File: config.mk
export PLATFORM = sky130hd
export DESIGN_NAME = cascade_fifo_stage
export DESIGN_NICKNAME = d
export VERILOG_FILES = /design/src/rtl/cascade_fifo_stage.sv
export SDC_FILE = /design/constraint.sdc
export NUM_CORES = 1
export LEC_CHECK = 0
export BUFFER_PORTS_ARGS = -buffer_cell sky130_fd_sc_hd__buf_2
export CAP_MARGIN = 20
export CORE_ASPECT_RATIO = 2
export CORE_UTILIZATION = 39
export CTS_CLUSTER_SIZE = 30
export DETAILED_ROUTE_END_ITERATION = 8
export GPL_TIMING_DRIVEN = 0
export PLACE_DENSITY = 0.66
export SYNTH_ARGS = -nofsm -noshare
export SYNTH_HDL_FRONTEND = slang
export SYNTH_SLANG_ARGS = --single-unit
File: constraint.sdc
create_clock -name int_clk -period 2.11 [get_ports int_clk]
set_clock_uncertainty 0.05 [all_clocks]
set_input_delay 0.211 -clock int_clk [delete_from_list [all_inputs] [get_ports int_clk]]
set_output_delay 0.211 -clock int_clk [all_outputs]
set_load 0.02 [all_outputs]
File: src/rtl/cascade_fifo_stage.sv
// Single-clock standard-mode (non-FWFT) synchronous FIFO for one side of a cascade link.
// Read data is registered and appears one cycle after an accepted read. All status flags
// are registered from the next-state occupancy, so no input reaches a flag combinationally.
module cascade_fifo_stage #(
  parameter int unsigned DATA_WIDTH = 8,
  parameter int unsigned ADDR_WIDTH = 4,
  parameter int unsigned DEPTH      = 16
) (
  input  logic                  int_clk,
  input  logic                  rst,
  input  logic                  wr_en,
  input  logic [DATA_WIDTH-1:0] din,
  input  logic                  rd_en,
  output logic [DATA_WIDTH-1:0] dout,
  output logic                  valid,
  output logic                  full,
  output logic                  empty,
  output logic                  almost_full,
  output logic                  almost_empty,
  output logic [ADDR_WIDTH:0]   data_count,
  output logic                  overflow,
  output logic                  underflow
);

  localparam int unsigned CntW = ADDR_WIDTH + 1;
  localparam int unsigned PtrW = ADDR_WIDTH;

  localparam logic [CntW-1:0] CntFull   = CntW'(DEPTH);
  localparam logic [CntW-1:0] CntAlmost = CntW'(DEPTH - 1);
  localparam logic [CntW-1:0] CntOne    = CntW'(1);
  localparam logic [PtrW-1:0] PtrOne    = PtrW'(1);

  logic [DATA_WIDTH-1:0] mem_q [DEPTH];

  logic [PtrW-1:0]       wr_ptr_q, wr_ptr_d;
  logic [PtrW-1:0]       rd_ptr_q, rd_ptr_d;
  logic [CntW-1:0]       count_q, count_d;
  logic [DATA_WIDTH-1:0] dout_q, dout_d;
  logic                  valid_q, valid_d;
  logic                  full_q, full_d;
  logic                  empty_q, empty_d;
  logic                  almost_full_q, almost_full_d;
  logic                  almost_empty_q, almost_empty_d;
  logic                  overflow_q, overflow_d;
  logic                  underflow_q, underflow_d;
  logic                  wr_acc, rd_acc;

  // Accept decisions and next-state for pointers, occupancy, read data and flags.
  always_comb begin
    // Gated by registered flags: a write while full is refused even if a read frees a slot.
    wr_acc = wr_en & ~full_q;
    rd_acc = rd_en & ~empty_q;

    wr_ptr_d = wr_acc ? wr_ptr_q + PtrOne : wr_ptr_q;
    rd_ptr_d = rd_acc ? rd_ptr_q + PtrOne : rd_ptr_q;

    count_d = count_q;
    if (wr_acc && !rd_acc) begin
      count_d = count_q + CntOne;
    end else if (rd_acc && !wr_acc) begin
      count_d = count_q - CntOne;
    end

    dout_d  = rd_acc ? mem_q[rd_ptr_q] : dout_q;
    valid_d = rd_acc;

    full_d         = (count_d == CntFull);
    empty_d        = (count_d == '0);
    almost_full_d  = (count_d >= CntAlmost);
    almost_empty_d = (count_d <= CntOne);
    overflow_d     = wr_en & full_q;
    underflow_d    = rd_en & empty_q;
  end

  // Storage array; contents are not reset so it can map onto RAM.
  always_ff @(posedge int_clk) begin
    if (wr_acc) begin
      mem_q[wr_ptr_q] <= din;
    end
  end

  // Control and status state with asynchronous active-high reset.
  always_ff @(posedge int_clk or posedge rst) begin
    if (rst) begin
      wr_ptr_q       <= '0;
      rd_ptr_q       <= '0;
      count_q        <= '0;
      dout_q         <= '0;
      valid_q        <= 1'b0;
      full_q         <= 1'b0;
      empty_q        <= 1'b1;
      almost_full_q  <= 1'b0;
      almost_empty_q <= 1'b1;
      overflow_q     <= 1'b0;
      underflow_q    <= 1'b0;
    end else begin
      wr_ptr_q       <= wr_ptr_d;
      rd_ptr_q       <= rd_ptr_d;
      count_q        <= count_d;
      dout_q         <= dout_d;
      valid_q        <= valid_d;
      full_q         <= full_d;
      empty_q        <= empty_d;
      almost_full_q  <= almost_full_d;
      almost_empty_q <= almost_empty_d;
      overflow_q     <= overflow_d;
      underflow_q    <= underflow_d;
    end
  end

  assign dout         = dout_q;
  assign valid        = valid_q;
  assign full         = full_q;
  assign empty        = empty_q;
  assign almost_full  = almost_full_q;
  assign almost_empty = almost_empty_q;
  assign data_count   = count_q;
  assign overflow     = overflow_q;
  assign underflow    = underflow_q;

endmodule

==> results.md, run 1 <==
- Share of the clock period used by the worst path: between 90% and 100%
- Detailed Routing Iterations Pass 1: 4
- Accumulated negative setup slack: 0 ns
- Run status: complete, no violations
- Sequential fraction of the synthesis area: a little over 70%
- Wire length reported by the detailed router: 12800 um
- Number of vias per cell after detailed routing: 5.33
- Number of nets with antenna violations after routing: 0
- Number of remaining DRC errors: 0
- Cts bufs inserted: 17
- Peak clock frequency supported by timing: slightly below 500 MHz
- Ant diodes: 0
- Clock tree sinks: roughly 160
- Worst vdd ir: between 0.0008 and 0.0009 V
- Worst setup EP type: flop
- Number of placed instances with taps included: roughly 580
- Avg Inst Size Synth: 18.2 um2
- Fin nets: ~420
- CORE AREA: around 16000 um2
- Max incr delay on CP: ~0.47 ns
- Number of endpoints with negative hold slack in the final report: 0
- Final HPWL DP: a little under 9000 um
- Maximum number of pins on one net before global-route repair: 29
- Switching fraction of total power: around a third
- Flip-flop and latch count after synthesis: ~160
- Maximum level of the CTS H-tree: 4
- Initial core utilization: between 30% and 40%
- Overall overflow remaining after global route: 0
- Max stage delay cell, worst path: sky130_fd_sc_hd__a2111oi_2
- Type of the most critical hold path: in -> reg
- Unique cell type count in the Yosys netlist: 42
- Initial antenna violation count: 0
- Number of warning messages in the yosys log: 0
- Area growth syn-to-layout: 17.8%
- GRT Overall Usage: 16.6%
- Leakage power of the design: 2.61 nW
- Power density cells: 1390 nW/um2
- CP Cell Sequence: buf_4 -> buf_2 -> mux4_2 -> a2111oi_2 -> a311oi_1
- Final weighted congestion in routability-driven placement: 0.810
- CP Data Required Time: 2.33 ns
- Setup CP Type: reg -> reg
- Number of violations reported at the end of detailed-routing iteration 0: roughly 220
- Via count: 3270
- CP Launch Type: flop
- Ratio of cells with drive above 1 in the final layout: 29.1%
- Global-route wire length before repair: 19700 um
- Boundary Pins: 32
- Synthesized instance count: 345
- TritonCTS clock tree: yes
- Row count: 65
- Sw Pwr: around 3.2 mW
- Root Buffer: sky130_fd_sc_hd__clkbuf_16
- Count of placed standard cells in the final layout, fillers left out: around 610
- Internal power of the cells: just over 7 mW
- Top_reg_cell synth: sky130_fd_sc_hd__edfxtp_1
- Width of the chip: a little over 90 um
- Largest buffer count on any clock path: 2
- Setup repair after global routing missed its margin: yes
- Vias in the first global route: between 3000 and 4000
- IO buf count: 31
- Count of final max-slew check failures: 0
- Die Height: between 150 and 200 um
- Final routed wire length divided by cell count: between 20 and 25 um
- Total die area: 16700 um2
- Maxcap violations: 0
- Mapped Nets: between 300 and 400
- Portion of total power attributed to sequential cells: between 30% and 40%
- Share of synthesized flip-flops with an asynchronous set or reset: between 15 and 20%
- Number of flops mapped to enable cells by yosys: 128
- Netlist area before placement: between 6000 and 7000 um2
- Final setup violation count: 0
- Clock network power share: just under 30%
- Portion of total power attributed to combinational logic: around 31%
- Clock transition at the registers of the reported paths: about 0.060 ns
- Clock period minus final worst setup slack: between 2 and 2.5 ns
- Data arrival time of the critical path: between 2 and 2.5 ns
- Slew @ Worst Pin: slightly above 0.5 ns
- Max_slew headroom: about 65%
- Maximum fanout count along the critical path: 10
- Clock latency of the later-clocked register in the worst-skew pair: ~0.42 ns
## registers in the layout (all words and copies together), names as in the netlist
register      count
mem_q           128
dout              8
data_count        5
rd_ptr_q          4
wr_ptr_q          4
almost_empty      1
almost_full       1
empty             1
full              1
overflow          1
underflow         1
valid             1
## worst max-delay path: cells and delay by family, from the launching register on
kind | cells | cell delay, ns
compound gates | 2 | 0.58
buf+inv | 2 | 0.53
flops | 1 | 0.36
mux | 1 | 0.36
## cell families after synthesis
group	synth area share [%]
xor+xnor	1.25
mux	13.0
fa+ha+maj	1.39
buf+inv	2.31
compound gates	3.40
flops	72.3
simple gates	6.40
## through the flow
stage	power, mW	hold WS (ns)	setup slack, ns	util, %	area, um2
final	10.3	0.132	0.0669	47.0	7410
after global routing	10.8	0.137	-0.0288	47.0	7410
after CTS	10.3	0.0319	0.0140	46.5	7330
after detailed placement	7.24	0.394	-0.294	42.5	6700
after global placement	7.14	0.396	-0.305	42.5	6700
after floorplan	6.28	0.225	0.319	-	6290
## placed cells by master, fill, tap and decap left out, types with 3 or more instances in the layout
cell,synthesis,routed
sky130_fd_sc_hd__xnor2_1,8,8
sky130_fd_sc_hd__a21oi_1,6,6
sky130_fd_sc_hd__a211oi_1,3,3
sky130_fd_sc_hd__and2_1,18,10
sky130_fd_sc_hd__buf_2,7,37
sky130_fd_sc_hd__nand3_1,4,4
sky130_fd_sc_hd__mux2_2,3,3
sky130_fd_sc_hd__clkinv_2,0,3
sky130_fd_sc_hd__ha_1,7,7
sky130_fd_sc_hd__mux4_2,24,24
sky130_fd_sc_hd__a2111oi_2,0,3
sky130_fd_sc_hd__nor2b_1,11,11
sky130_fd_sc_hd__clkbuf_1,5,6
sky130_fd_sc_hd__nor2_1,15,15
sky130_fd_sc_hd__mux2i_1,11,9
sky130_fd_sc_hd__clkbuf_16,0,18
sky130_fd_sc_hd__buf_6,2,3
sky130_fd_sc_hd__nor3_1,7,7
sky130_fd_sc_hd__dlygate4sd3_1,0,3
sky130_fd_sc_hd__edfxtp_1,128,128
sky130_fd_sc_hd__dfrtp_1,26,26
sky130_fd_sc_hd__inv_1,8,8
sky130_fd_sc_hd__nand2_1,8,8
sky130_fd_sc_hd__nand2b_1,3,3
sky130_fd_sc_hd__and2_2,0,8
sky130_fd_sc_hd__a311oi_1,5,5
sky130_fd_sc_hd__mux4_1,5,5
## what timing repair did
item,in CTS,in global routing
endpoints found under the setup margin,5,67
hold buffers,2,1
setup buffers,0,0
gates resized for setup,10,15
hold endpoints to repair,2,4
pin swaps,0,1
## worst paths after layout
kind	from	end	slack, ns	cells after the start
setup reg to reg	rd_ptr_q[1]$_DFFE_PP0P_	dout[7]$_DFFE_PP0P_	0.07	5
min in group asynchronous	rst	data_count[0]$_DFF_PP0_	0.25	3
hold / removal	din[6]	mem_q[13][6]$_DFFE_PP_	0.13	1
max in group asynchronous	rst	dout[7]$_DFFE_PP0P_	1.34	4
hold reg to reg	dout[5]$_DFFE_PP0P_	dout[5]$_DFFE_PP0P_	0.48	2
setup / recovery	rd_ptr_q[1]$_DFFE_PP0P_	dout[7]$_DFFE_PP0P_	0.07	5
## final cells by class
cell class                 instances  area, um2
timing repair buffer              35        213
fill                            1347       8370
sequential                       156       4550
multi-input combinational        163       1660
inverter                           9       33.8
buffer                            17        120
tap                              201        251
clock buffer                      22        475
clock inverter                    10        113
## routing by layer
metal | vias up | part of all wire [%] | track usage, %
met2 | 86 | 57 | 31.1
met4 | 0 | 2.9 | 7.38
li1 | 1459 | - | -
met3 | 22 | 3.2 | 3.35
met5 | - | 0 | 0
met1 | 1703 | 37 | 17.8
## power by group through the flow
stage / Combinational (mW) / Sequential [mW] / Clock, mW
6_report: 3.19 / 4.11 / 3.01
5_1_grt: 3.44 / 4.15 / 3.16
4_1_cts: 3.16 / 4.10 / 3.05
3_5_place_dp: 3.08 / 4.15 / 0
3_3_place_gp: 3.02 / 4.13 / 0
2_1_floorplan: 2.00 / 4.28 / 0
## Yosys cell counts (all sizes together) (2+ instances only)
cell     instances  share of area, %
a2111oi          7              0.97
a211oi           3              0.36
a21oi            6              0.48
a311oi           5              0.70
and2            18               1.8
buf             12               1.5
clkbuf           5              0.30
dfrtp           26                10
dfstp            2              0.84
edfxtp         128                61
ha               7               1.4
inv              9              0.54
mux2             3              0.54
mux2i           11               1.8
mux4            29                11
nand2            8              0.48
nand2b           3              0.30
nand3            4              0.32
nand4            2              0.20
nor2            15              0.89
nor2b           11               1.1
nor3             7              0.56
nor3b            2              0.24
o21ai            2              0.16
or3              2              0.20
xnor2            8               1.1
Power figures use the tool's default switching activity.
==> inputs of run 2 (changes only) <==
==> constraint.sdc (replaced) <==
create_clock -name int_clk -period 2.11 [get_ports int_clk]
set_clock_uncertainty 0.05 [all_clocks]
set_input_delay 0.422 -clock int_clk [delete_from_list [all_inputs] [get_ports int_clk]]
set_output_delay 0.422 -clock int_clk [all_outputs]
set_load 0.02 [all_outputs]
==> run 2 against run 1 <==
  * Global-route usage unchanged
  * Sequential power hardly changed
  * Sequential share of layout area rose by 0.20 points
  * Register-to-register slack is essentially flat
  * Via count about the same
  * First-iteration DRC count is 34% higher
  * Largest power group unchanged
  * Largest cell class unchanged
  * Power barely moved
  * Utilization shrank 0.15 points
==> results.md, run 2 (synthesis gave the netlist of run 1 again) <==
- Number of vias per cell after detailed routing: roughly 5.4
- CP Launch Type: flop
- Number of remaining DRC errors: 0
- Utilization after layout: 46.8%
- GR Util met1: ~18%
- Die Height: approximately 180 um
- Largest buffer count on any clock path: 2
- Wire length reported by the detailed router: roughly 13000 um
- Max_slew headroom: 64.7%
- CP Data Required Time: ~2.3 ns
- CP Cell Sequence: buf_4 -> buf_2 -> mux4_2 -> a2111oi_2 -> a311oi_1
- Register bank with the most flops: mem_q
- Worst reg2reg path startpoint: rd_ptr_q[1]$_DFFE_PP0P_
- Detailed Routing Iterations Pass 1: 4
- Overall overflow remaining after global route: 0
- Number of violations reported at the end of detailed-routing iteration 0: just under 300
- Cts bufs inserted: 17
- Ratio of cells with drive above 1 in the final layout: 28.5%
- Clock latency of the later-clocked register in the worst-skew pair: about 0.42 ns
- Setup CP Type: reg -> reg
- Count of final max-slew check failures: 0
- Area after DPL: 6700 um2
- Run status: complete, no violations
- Max incr delay on CP: about 0.46 ns
- Maximum fanout count along the critical path: 10
- Most used routing layer in global routing: met2
- Area growth syn-to-layout: 17.4%
- Leakage power of the design: approximately 2.6 nW
- Boundary Pins: 32
- Root Buffer: sky130_fd_sc_hd__clkbuf_16
- Setup repair after global routing missed its margin: yes
- Reg-to-reg setup timing slack: around 0.081 ns
- CORE AREA: approximately 16000 um2
- Commonest non-fill, non-tap cells in the layout: sky130_fd_sc_hd__edfxtp_1, sky130_fd_sc_hd__buf_2, sky130_fd_sc_hd__dfrtp_1
- Worst vdd ir: roughly 0.00074 V
- Data arrival time of the critical path: approximately 2.2 ns
- Final HPWL DP: 8710 um
- Global-route track usage on met3: 3.35%
- Accumulated negative setup slack: 0 ns
- Maximum number of pins on one net before global-route repair: 29
- Final cell area excluding filler cells: 7380 um2
- Number of flip-flops under the largest register name: approximately 130
- Origin of the worst min-delay path: rd_en
- TritonCTS clock tree: yes
- Worst setup EP type: flop
- IO buf count: 31
- Number of nets with antenna violations after routing: 0
- Final setup violation count: 0
- Worst setup path startpoint: rd_ptr_q[1]$_DFFE_PP0P_
- Total die area: 16700 um2
- Clock period minus final worst setup slack: 2.03 ns
- Clock transition at the registers of the reported paths: approximately 0.060 ns
- Met2 Resource Use GR: between 30% and 40%
- Row count: 65
- Initial antenna violation count: 0
- Overall power consumption: between 10 and 15 mW
- Most common library cell in the layout ignoring fill and taps: sky130_fd_sc_hd__edfxtp_1
- Initial core utilization: about two fifths
- Maximum level of the CTS H-tree: 4
- Maxcap violations: 0
- Number of endpoints with negative hold slack in the final report: 0
- Filler cell count: approximately 1400
- GRT Overall Usage: around 17%
- Hold Slack: ~0.19 ns
- Final weighted congestion in routability-driven placement: 0.810
- Max stage delay cell, worst path: sky130_fd_sc_hd__a2111oi_2
- Power density cells: around 1400 nW/um2
- Global-route wire length before repair: slightly below 20000 um
- Final routed wire length divided by cell count: about 21 um
- Peak clock frequency supported by timing: a little under 500 MHz
- Vias in the first global route: between 3000 and 4000
- Via count: 3269
- Slew @ Worst Pin: approximately 0.53 ns
- Total setup buffers inserted after CTS: 0
- Fin nets: 416
- Share of the clock period used by the worst path: a little over nine tenths
- Ant diodes: 0
- Type of the most critical hold path: in -> reg
- Width of the chip: 91.8 um
- Clock tree sinks: about 160
## run 2: cell count changes in the layout (fill, tap and decap cells not counted), sizes merged
cell	before	now
dlygate4sd3	3	1
## run 2: layout make-up
class	instances	area, um2	share of cell area, %
Timing Repair Buffer	33	193	2.61
Clock inverter	10	113	1.52
Buffer	17	120	1.63
Tap cell	201	251	3.41
Multi-Input combinational cell	163	1650	22.4
Sequential cell	156	4550	61.6
Inverter	9	33.8	0.457
Clock buffer	22	475	6.44
## run 2: path summary, 6_finish.rpt
kind / end / cells after the start
min reg2reg: dout[5]$_DFFE_PP0P_ / 2
max: dout[7]$_DFFE_PP0P_ / 5
min: underflow$_DFF_PP0_ / 2
min in group asynchronous: data_count[0]$_DFF_PP0_ / 3
max in group asynchronous: dout[3]$_DFFE_PP0P_ / 4
max reg2reg: dout[7]$_DFFE_PP0P_ / 5
## run 2: critical path, delay by kind of cell, from the launching register on
family,cells,cell delay [ns]
AO/OA/AOI/OAI,2,0.57
buffers and inverters,2,0.52
flip-flops,1,0.36
multiplexers,1,0.36
## run 2: timing repair
action                     in CTS  in global routing
pin swaps                       0                  1
gates resized for setup        10                 12
gates cloned                    0                  0
setup endpoints to repair       5                 35
hold endpoints to repair        0                  4
hold buffers                    0                  1
## run 2: routing by layer
metal	vias to the layer above	share of wire [%]
met5	-	0
met4	0	2.7
met3	23	4.3
met2	103	57
met1	1692	36
li1	1451	-
## run 2: report_power, final
group / internal (mW) / switching, mW / leakage [nW]
sequential: 3.83 / 0.275 / 1.48
combinational: 1.38 / 1.80 / 0.824
clock: 1.84 / 1.17 / 0.290
## run 2: stage by stage
| stage | std cells | setup slack [ns] |
|---|---|---|
| after global placement | 577 | -0.305 |
| after detailed placement | 577 | -0.294 |
| after CTS | 609 | 0.0140 |
| after global routing | 611 | -0.00807 |
| final | 611 | 0.0812 |
| after floorplan | 345 | 0.319 |
==> inputs of run 3 (changes only) <==
--- a/config.mk
+++ b/config.mk
@@ -13,6 +13,7 @@
 export DETAILED_ROUTE_END_ITERATION = 8
 export GPL_TIMING_DRIVEN = 0
 export PLACE_DENSITY = 0.66
+export RECOVER_POWER = 25
 export SYNTH_ARGS = -nofsm -noshare
 export SYNTH_HDL_FRONTEND = slang
 export SYNTH_SLANG_ARGS = --single-unit
==> run 3 against run 2 <==
  * Sequential cell count is the same
  * Via count is 0.98% lower
  * Wire length fell by 0.35%
  * Critical path depth unchanged
  * Utilization is 0.055 points lower
  * Cell area down 0.12%
  * Count of clock-buffer cells in the layout stayed put
  * Largest power group unchanged
==> results.md, run 3 (synthesis gave the netlist of run 1 again) <==
- Register bank with the most flops: mem_q
- Final weighted congestion in routability-driven placement: a little over 0.8
- TritonCTS clock tree: yes
- IO buf count: 31
- Number of endpoints with negative hold slack in the final report: 0
- CORE AREA: around 16000 um2
- Top layer in use: met4
- Count of placed standard cells in the final layout, fillers left out: about 610
- Number of nets with antenna violations after routing: 0
- Root Buffer: sky130_fd_sc_hd__clkbuf_16
- Width of the chip: roughly 90 um
- Most common library cell in the layout ignoring fill and taps: sky130_fd_sc_hd__edfxtp_1
- CP Launch Type: flop
- Peak clock frequency supported by timing: 491 MHz
- Maximum level of the CTS H-tree: 4
- Number of vias per cell after detailed routing: between 5 and 6
- Boundary Pins: 32
- Clock transition at the registers of the reported paths: around 0.060 ns
- Worst setup EP type: flop
- Leakage power of the design: ~2.6 nW
- Setup CP Type: reg -> reg
- Vias in the first global route: between 3000 and 4000
- Final HPWL DP: roughly 8700 um
- Die Height: approximately 180 um
- GRT Overall Usage: between 10% and 20%
- Setup repair after global routing missed its margin: yes
- Count of final max-slew check failures: 0
- Worst vdd ir: approximately 0.00074 V
- Via count: approximately 3200
- Max stage delay cell, worst path: sky130_fd_sc_hd__a2111oi_2
- Final routed wire length divided by cell count: roughly 21 um
- Maximum fanout count along the critical path: 10
- Wire length reported by the detailed router: roughly 13000 um
- Total die area: 16700 um2
- Initial core utilization: about 40%
- Power density cells: 1400 nW/um2
- Share of the clock period used by the worst path: a little over nine tenths
- Footprint of the multi-input gates: ~1700 um2
- Maximum number of pins on one net before global-route repair: 29
- Largest buffer count on any clock path: 2
- Max_slew headroom: a little under half
- Routed met3 length: 446 um
- Overall overflow remaining after global route: 0
- Ratio of cells with drive above 1 in the final layout: about 27%
- Ant diodes: 0
- Filler cell count: approximately 1400
- Number of flip-flops under the largest register name: 128
- Total setup buffers inserted after CTS: 0
- Slew @ Worst Pin: slightly below 0.8 ns
- Commonest non-fill, non-tap cells in the layout: sky130_fd_sc_hd__edfxtp_1, sky130_fd_sc_hd__buf_2, sky130_fd_sc_hd__dfrtp_1
- Metal2 WL: 7320 um
- Detailed Routing Iterations Pass 1: 5
- Row count: 65
- Max incr delay on CP: between 0.4 and 0.5 ns
- Area growth syn-to-layout: 17.2%
- Run status: complete, no violations
- Type of the most critical hold path: in -> reg
- Clock tree sinks: 156
- Global-route wire length before repair: approximately 20000 um
- Number of violations reported at the end of detailed-routing iteration 0: approximately 280
- CP Cell Sequence: buf_4 -> buf_2 -> mux4_2 -> a2111oi_2 -> a311oi_1
- Data arrival time of the critical path: ~2.3 ns
- Number of remaining DRC errors: 0
- Number of placed instances with taps included: between 500 and 600
- Accumulated negative setup slack: 0 ns
- CP Data Required Time: roughly 2.3 ns
- Maxcap violations: 0
- Clock period minus final worst setup slack: approximately 2.0 ns
- Clock latency of the later-clocked register in the worst-skew pair: ~0.43 ns
- Cts bufs inserted: 17
- Footprint of the flip-flops and latches: between 4000 and 5000 um2
- Initial antenna violation count: 0
- Final setup violation count: 0
- M1 WL: ~4600 um
- Fin nets: between 400 and 500
[run 3: cell count changes in the layout (fill, tap and decap cells not counted)]
cell,before,now
sky130_fd_sc_hd__buf_2,37,30
sky130_fd_sc_hd__clkbuf_1,6,13
[run 3: what timing repair did]
item | in CTS | in global routing
cloned | 0 | 0
setup endpoints to repair | 5 | 35
hold buffers | 0 | 1
hold endpoints to repair | 0 | 4
resized for setup | 10 | 12
pin swaps | 0 | 1
[run 3: layout make-up]
class                           instances  area share [%]
Sequential cell                       156            61.6
Multi-Input combinational cell        163            22.4
Clock buffer                           22            6.45
Tap cell                              201            3.41
Timing Repair Buffer                   33            2.49
Buffer                                 17            1.63
Clock inverter                         10            1.53
Inverter                                9           0.458
[run 3: through the flow]
| stage | area (um2) | total power [mW] | hold slack [ns] | utilization, % | setup slack [ns] |
|---|---|---|---|---|---|
| after CTS | 7310 | 10.3 | 0.169 | 46.4 | 0.0140 |
| after floorplan | 6290 | 6.28 | 0.436 | - | 0.319 |
| after global placement | 6700 | 7.14 | 0.457 | 42.5 | -0.305 |
| after detailed placement | 6700 | 7.24 | 0.463 | 42.5 | -0.294 |
| final | 7380 | 10.3 | 0.190 | 46.7 | 0.0726 |
| after global routing | 7380 | 10.7 | 0.186 | 46.7 | -0.00807 |
[run 3: per-layer routing]
layer,track usage (%),vias to the layer above
met1,17.8,1668
li1,-,1452
met2,31.1,97
met3,3.35,20
met5,0,-
met4,7.38,0
[run 3: final timing paths]
check,from,end,slack [ns],cells past startpoint
max,rd_ptr_q[1]$_DFFE_PP0P_,dout[7]$_DFFE_PP0P_,0.07,5
min,rd_en,underflow$_DFF_PP0_,0.19,2
max reg2reg,rd_ptr_q[1]$_DFFE_PP0P_,dout[7]$_DFFE_PP0P_,0.07,5
min reg2reg,dout[5]$_DFFE_PP0P_,dout[5]$_DFFE_PP0P_,0.48,2
max in group asynchronous,rst,dout[3]$_DFFE_PP0P_,1.14,4
min in group asynchronous,rst,data_count[0]$_DFF_PP0_,0.45,3
[run 3: worst max-delay path: cells and delay by family (launching register included)]
| family | cells | cell delay, ns |
|---|---|---|
| buf+inv | 2 | 0.53 |
| mux | 1 | 0.36 |
| flops | 1 | 0.36 |
| compound gates | 2 | 0.57 |
[run 3: power by group]
part	leakage [nW]	switching [mW]	total, mW	internal (mW)
Clock	0.290	1.18	3.02	1.84
Combinational	0.805	1.80	3.18	1.38
Sequential	1.48	0.273	4.11	3.84
